## src/rtl/maria_pkg.sv

```systemverilog
// Shared state encoding and default timing constants for the Maria DMA scheduler.
package maria_pkg;

   typedef enum logic [3:0] {
      VWAIT      = 4'd0,
      HWAIT      = 4'd1,
      ZP_STARTUP = 4'd2,
      ZP_DMA     = 4'd3,
      SOL        = 4'd4,
      DP_STARTUP = 4'd5,
      DP_DMA     = 4'd6,
      COOLDOWN   = 4'd7
   } sched_state_e;

   localparam int DEF_COL_W         = 10;
   localparam int DEF_FAST_DIV      = 4;
   localparam int DEF_SLOW_DIV      = 6;
   localparam int DEF_STARTUP_CYC   = 9;
   localparam int DEF_SOL_CPU_TICKS = 7;
   localparam int DEF_COOLDOWN_CYC  = 1;
   localparam int DEF_KILL_COL      = 439;
   localparam int DEF_ZP_ROW        = 15;
   localparam int DEF_ZP_COL        = 393;
   localparam int DEF_VBLANK_ROWS   = 15;
   localparam int DEF_NTSC_LINES    = 243;
   localparam int DEF_PAL_LINES     = 293;
   localparam int DEF_DLI_LEN       = 6;

endpackage

```

## src/rtl/maria_clkgen.sv

```systemverilog
// CPU/TIA/POKEY clock dividers plus the CPU-edge strobes used by the scheduler FSM.
module maria_clkgen #(
   parameter int FAST_DIV = 4,
   parameter int SLOW_DIV = 6
) (
   input  logic sysclk,
   input  logic reset,
   input  logic sel_slow_clock,
   output logic pclk_0,
   output logic tia_clk,
   output logic pokey_clock,
   output logic cpu_rise,
   output logic phase_ok
);

   localparam int FAST_HALF = FAST_DIV / 2;
   localparam int SLOW_HALF = SLOW_DIV / 2;

   logic [7:0] fast_ctr, slow_ctr;
   logic       fast_clk, slow_clk;
   logic       half_last;

   always_ff @(posedge sysclk) begin
      if (reset) begin
         tia_clk  <= 1'b0;
         fast_clk <= 1'b1;
         slow_clk <= 1'b1;
         fast_ctr <= '0;
         slow_ctr <= '0;
      end else begin
         tia_clk <= ~tia_clk;
         // The idle divider is parked high at count 0 so a switch starts a clean high half
         if (!sel_slow_clock) begin
            slow_clk <= 1'b1;
            slow_ctr <= '0;
            if (fast_ctr == 8'(FAST_HALF - 1)) begin
               fast_clk <= ~fast_clk;
               fast_ctr <= '0;
            end else begin
               fast_ctr <= fast_ctr + 8'd1;
            end
         end else begin
            fast_clk <= 1'b1;
            fast_ctr <= '0;
            if (slow_ctr == 8'(SLOW_HALF - 1)) begin
               slow_clk <= ~slow_clk;
               slow_ctr <= '0;
            end else begin
               slow_ctr <= slow_ctr + 8'd1;
            end
         end
      end
   end

   assign pclk_0      = sel_slow_clock ? slow_clk : fast_clk;
   assign pokey_clock = ~fast_clk;
   assign half_last   = sel_slow_clock ? (slow_ctr == 8'(SLOW_HALF - 1))
                                       : (fast_ctr == 8'(FAST_HALF - 1));
   assign cpu_rise    = ~pclk_0 & half_last;
   assign phase_ok    = pclk_0 & ~half_last;

endmodule

```

## src/rtl/maria_dma_sched.sv

```systemverilog
// Maria DMA timing scheduler: 6502 HALT/RDY/NMI control and ZP/DP DMA sequencing per scanline.
module maria_dma_sched
   import maria_pkg::*;
#(
   parameter int COL_W         = DEF_COL_W,
   parameter int FAST_DIV      = DEF_FAST_DIV,
   parameter int SLOW_DIV      = DEF_SLOW_DIV,
   parameter int STARTUP_CYC   = DEF_STARTUP_CYC,
   parameter int SOL_CPU_TICKS = DEF_SOL_CPU_TICKS,
   parameter int COOLDOWN_CYC  = DEF_COOLDOWN_CYC,
   parameter bit KILL_EN       = 1'b1,
   parameter int KILL_COL      = DEF_KILL_COL,
   parameter int ZP_ROW        = DEF_ZP_ROW,
   parameter int ZP_COL        = DEF_ZP_COL,
   parameter int VBLANK_ROWS   = DEF_VBLANK_ROWS,
   parameter int NTSC_LINES    = DEF_NTSC_LINES,
   parameter int PAL_LINES     = DEF_PAL_LINES,
   parameter int DLI_LEN       = DEF_DLI_LEN
) (
   input  logic             sysclk,
   input  logic             reset,
   input  logic             enable,
   input  logic             pal_mode,
   input  logic             sel_slow_clock,
   input  logic             hblank,
   input  logic [COL_W-1:0] vga_row,
   input  logic [COL_W-1:0] vga_col,
   input  logic             zp_written,
   input  logic             deassert_ready,
   input  logic             zp_dma_done,
   input  logic             dp_dma_done,
   input  logic             dp_dma_done_dli,
   output logic             pclk_0,
   output logic             tia_clk,
   output logic             pokey_clock,
   output logic             halt_b,
   output logic             int_b,
   output logic             ready,
   output logic             zp_dma_start,
   output logic             dp_dma_start,
   output logic             dp_dma_kill,
   output logic             last_line,
   output logic             lram_swap,
   output logic [3:0]       state_o
);

   sched_state_e     state, ret, ret_line;
   logic             cpu_rise, phase_ok;
   logic             hblank_d, hblank_rise, en_seen, pal_lat;
   logic             raise_dli, dli_next;
   logic [7:0]       ctr, tick, dli_ctr;
   logic [COL_W-1:0] last_row;

   maria_clkgen #(.FAST_DIV(FAST_DIV), .SLOW_DIV(SLOW_DIV)) u_clkgen (
      .sysclk         (sysclk),
      .reset          (reset),
      .sel_slow_clock (sel_slow_clock),
      .pclk_0         (pclk_0),
      .tia_clk        (tia_clk),
      .pokey_clock    (pokey_clock),
      .cpu_rise       (cpu_rise),
      .phase_ok       (phase_ok)
   );

   assign hblank_rise = hblank & ~hblank_d;
   assign last_row    = pal_lat ? COL_W'(VBLANK_ROWS + PAL_LINES - 1)
                                : COL_W'(VBLANK_ROWS + NTSC_LINES - 1);
   assign last_line   = (vga_row == last_row);
   assign ret_line    = last_line ? VWAIT : HWAIT;
   assign lram_swap   = hblank_rise & en_seen;
   assign state_o     = state;

   always_ff @(posedge sysclk) begin
      if (reset) begin
         hblank_d <= 1'b0;
         ready    <= 1'b1;
         en_seen  <= 1'b0;
      end else begin
         hblank_d <= hblank;
         if (deassert_ready)   ready <= 1'b0;
         else if (hblank_rise) ready <= 1'b1;
         if (hblank_rise)      en_seen <= 1'b0;
         else if (enable)      en_seen <= 1'b1;
      end
   end

   always_ff @(posedge sysclk) begin
      if (reset) begin
         state        <= VWAIT;
         ret          <= VWAIT;
         ctr          <= '0;
         tick         <= '0;
         halt_b       <= 1'b1;
         raise_dli    <= 1'b0;
         dli_next     <= 1'b0;
         pal_lat      <= 1'b0;
         zp_dma_start <= 1'b0;
         dp_dma_start <= 1'b0;
         dp_dma_kill  <= 1'b0;
      end else begin
         zp_dma_start <= 1'b0;
         dp_dma_start <= 1'b0;
         dp_dma_kill  <= 1'b0;
         dli_next     <= 1'b0;
         case (state)
            VWAIT: begin
               pal_lat <= pal_mode;
               if (enable && zp_written && vga_row == COL_W'(ZP_ROW) && vga_col == COL_W'(ZP_COL)) begin
                  halt_b <= 1'b0;
                  ctr    <= 8'd1;
                  state  <= ZP_STARTUP;
               end
            end
            ZP_STARTUP: begin
               ctr <= ctr + 8'd1;
               if (ctr == 8'(STARTUP_CYC - 1)) begin
                  zp_dma_start <= 1'b1;
                  state        <= ZP_DMA;
               end
            end
            ZP_DMA: begin
               if (zp_dma_done) begin
                  raise_dli <= dp_dma_done_dli;
                  ret       <= HWAIT;
                  ctr       <= 8'd1;
                  state     <= COOLDOWN;
               end
            end
            HWAIT: begin
               if (hblank_rise && enable) begin
                  halt_b <= 1'b1;
                  tick   <= '0;
                  state  <= SOL;
               end else if (last_line) begin
                  state <= VWAIT;
               end
            end
            SOL: begin
               if (!enable) begin
                  ret   <= ret_line;
                  ctr   <= 8'd1;
                  state <= COOLDOWN;
               end else if (cpu_rise) begin
                  tick <= tick + 8'd1;
                  if (tick == 8'(SOL_CPU_TICKS - 1)) begin
                     halt_b <= 1'b0;
                     ctr    <= 8'd1;
                     state  <= DP_STARTUP;
                  end
               end
            end
            DP_STARTUP: begin
               ctr <= ctr + 8'd1;
               if (ctr == 8'(STARTUP_CYC - 1)) begin
                  dp_dma_start <= 1'b1;
                  raise_dli    <= 1'b0;
                  state        <= DP_DMA;
               end
            end
            DP_DMA: begin
               // A completion in the kill column is honoured as a normal finish
               if (dp_dma_done) begin
                  raise_dli <= dp_dma_done_dli;
                  ret       <= ret_line;
                  ctr       <= 8'd1;
                  state     <= COOLDOWN;
               end else if (KILL_EN && vga_col == COL_W'(KILL_COL)) begin
                  dp_dma_kill <= 1'b1;
                  raise_dli   <= 1'b0;
                  ret         <= ret_line;
                  ctr         <= 8'd1;
                  state       <= COOLDOWN;
               end
            end
            COOLDOWN: begin
               if (ctr < 8'(COOLDOWN_CYC)) begin
                  ctr <= ctr + 8'd1;
               end else if (phase_ok) begin
                  halt_b    <= 1'b1;
                  dli_next  <= raise_dli;
                  raise_dli <= 1'b0;
                  state     <= ret;
               end
            end
            default: state <= VWAIT;
         endcase
      end
   end

   // NMI pulse: a new DLI restarts the low window
   always_ff @(posedge sysclk) begin
      if (reset) begin
         int_b   <= 1'b1;
         dli_ctr <= '0;
      end else if (dli_next) begin
         int_b   <= 1'b0;
         dli_ctr <= 8'(DLI_LEN - 1);
      end else if (dli_ctr != 8'd0) begin
         dli_ctr <= dli_ctr - 8'd1;
      end else begin
         int_b <= 1'b1;
      end
   end

endmodule

```

## config.mk

```make
export PLATFORM = sky130hd
export DESIGN_NAME = maria_dma_sched
export DESIGN_NICKNAME = d
export VERILOG_FILES = /design/src/rtl/maria_pkg.sv /design/src/rtl/maria_clkgen.sv /design/src/rtl/maria_dma_sched.sv
export SDC_FILE = /design/constraint.sdc
export NUM_CORES = 1
export LEC_CHECK = 0
export BUFFER_PORTS_ARGS = -buffer_cell sky130_fd_sc_hd__buf_4
export CAP_MARGIN = 20
export CORE_MARGIN = 2
export CORE_UTILIZATION = 57
export DETAILED_ROUTE_END_ITERATION = 10
export PLACE_DENSITY = 0.88
export SYNTH_ARGS = -nofsm -noshare
export SYNTH_HDL_FRONTEND = slang
export SYNTH_HIERARCHICAL = 1
export SYNTH_SLANG_ARGS = --single-unit
```

## constraint.sdc

```tcl
create_clock -name sysclk -period 3.8 [get_ports sysclk]
set_input_delay 0.57 -clock sysclk [delete_from_list [all_inputs] [get_ports sysclk]]
set_output_delay 0.57 -clock sysclk [all_outputs]
set_load 0.03 [all_outputs]
```

==> results.cfg <==
[sta]
rsz0062_at_grt = false
setup_tns_ns = 0
period_share_pct = 85.8
period_needed_ns = 3.26
timing.final.ws_setup_ns = 0.541
hold_viol_final = 0
clock.fmax_mhz = 307
final-setup-viol-count = 0
finalClockSkew_ns = 0.00637
tightest_slew_ns = 0.772
holdWs_ns = 0.419
drv_slew = 0
maxSlewHeadroom_pct = 48.2

[detailed_routing]
firstDrtPassIters = 6
drc = 0
drtAntennaViolNets = 0
routedWlPerCell_um = 15.1
dr_total_vias = 2914
via_per_inst = 6.17
routed_wl_um = 7110
drt_iter0_markers = 215

[yosys]
synth-seq-area-share_pct = 38.5
synth_area_mm2 = 0.00301
async_flop_share_pct = 0
yosysWarningCount = 6
yosysUniqueCellTypes = 66
synth_area_per_cell_um2 = 8.56
synth_edf_count = 0
syn_inst = 352
synth-seq-cells = 58
synth_fp_nets = 392
synth_ff_type = dfxtp_1

[clock_tree]
cts.sinks = 58
clk_pin_slew_worst_paths_ns = 0.06
post_cts_resized = 0
cts_buffers = 9
cts_hold_buffers = 0
clk_path_buf_depth = 2
htree_num_levels = 3
cts_root_buffer = clkbuf_8
postCtsSetupBuffers = 0
cts_tree = built
clock_latency_ns = 0.34

[global_route]
antenna_found_initial = 0
grt_usage_pct = 24.7
grt_pass1_wl_um = 11800
grt_pass1_vias = 2682
grt_overflow = 0
grt_max_degree = 25

[pwr]
power_mw = 1.61
p_leak_nw = 1.40
p_per_area_mw_per_mm2 = 449
peakVddDrop_mv = 0.255

[worst_setup_path]
crit_required_ns = 4.08
arrival_ns = 3.54
crit_type = reg -> reg
start_kind = register
cp_max_fo = 9
critPathCaptureType = register

[finish]
final_nets = 437
layout_commonest_cell = dfxtp_1
fill_cells = 391
fin_area_mm2 = 0.00358
final_cell_mix = 58 x dfxtp_1, 44 x buf_4, 42 x nor2_1
syn2layout_area_growth_pct = 19.0
layout-drive-gt1-share_pct = 18.7
utilization_pct = 70.2
final_cells = 472
diodes = 0

[flow_run]
maxCapViolations = 0

[place]
placed_cells = 456
numPortBuffers = 44
placed_cell_area_mm2 = 0.00338
preCtsSetupSlack_ns = 0.573
hpwl_um = 4850
place.gp.congestion = 0.872

[floorplan]
num_rows = 26
num_io_pins = 46
coreArea_mm2 = 0.00511
die_h_um = 76.7
die_area_mm2 = 0.00588
die_w_um = 76.7
start_util_pct = 59.0

[min_path]
hold_path.class = in -> reg

[outcome]
outcome = completed
-- routing by layer --
metal,vias to the layer above,GRT usage (%),routed length (um)
met5,-,0,0
met4,0,13.5,231
met3,24,4.12,477
met2,118,40.8,3440
met1,1385,30.6,2960
li1,1387,-,-
-- area by class of cell --
type                       instances  area (um2)  share of cell area [%]
clock buffer                      11         151                    4.22
clock inverter                     5        52.6                    1.47
inverter                          15        56.3                    1.57
multi-input combinational        269        1750                    48.7
sequential                        58        1160                    32.4
tap                               70        87.6                    2.44
timing repair buffer              44         330                    9.21
-- critical path, stage by stage (launching register included) --
cell and delay (ns):
dfxtp_1 0.36, or4_4 0.56, or4_4 0.49, a21oi_1 0.18, nor4bb_1 0.38, a211oi_2 0.18
a311oi_4 0.52, and3_1 0.37, a32o_1 0.16
-- final timing paths --
kind	start	slack, ns	depth (start not counted)	to
worst min-delay path	deassert_ready	0.42	2	ready
worst min register to register	u_clkgen/tia_clk	0.42	1	u_clkgen/tia_clk
worst max register to register	u_clkgen/slow_ctr[4]	0.54	8	ctr[5]
worst max-delay path	u_clkgen/slow_ctr[4]	0.54	8	ctr[5]
-- logic make-up after synthesis --
family	Yosys count	synth area share (%)
other cells	1	0.124
simple gates	162	30.2
fa+ha+maj	9	3.74
buf+inv	25	3.53
mux	3	0.997
flops	58	38.5
compound gates	76	17.6
xor+xnor	18	5.23
-- synth_stat cells, types with 2 or more instances --
cell / n / area, um2
nor3b_1: 3 / 22.5
xnor2_1: 6 / 52.6
dfxtp_1: 58 / 1160
nor4b_1: 3 / 26.3
a31oi_1: 2 / 12.5
o31ai_1: 3 / 22.5
nor2_1: 42 / 158
or3_1: 10 / 62.6
nor3_1: 7 / 35.0
a21o_1: 2 / 15.0
nand2_1: 20 / 75.1
o21ai_0: 17 / 85.1
or4_4: 2 / 22.5
inv_1: 15 / 56.3
a211oi_1: 2 / 15.0
ha_1: 9 / 113
nand4_1: 10 / 62.6
a32o_1: 3 / 30.0
nand3_1: 23 / 115
a21oi_1: 21 / 105
nand2b_1: 3 / 18.8
nor4bb_1: 2 / 20.0
mux2i_1: 3 / 30.0
and3_1: 5 / 31.3
and2_1: 3 / 18.8
nor4_1: 4 / 25.0
xor2_1: 12 / 105
buf_4: 3 / 22.5
and4b_1: 2 / 20.0
clkbuf_1: 5 / 18.8
a32o_2: 3 / 33.8
o2111ai_1: 4 / 35.0
nor2b_1: 8 / 50.1
o21ai_1: 5 / 25.0
-- power by group --
| part | switching, mW | leakage (nW) | internal, mW |
|---|---|---|---|
| combinational | 0.180 | 0.828 | 0.141 |
| sequential | 0.0471 | 0.471 | 0.658 |
| clock | 0.248 | 0.105 | 0.335 |
-- sequential cells by signal, indices dropped and copies added (netlist names), 3 cells and up --
name / count
u_clkgen/fast_ctr: 8
tick: 8
dli_ctr: 8
state_o: 3
ctr: 8
u_clkgen/slow_ctr: 8
Note: power is estimated with default switching activity, not from simulation.
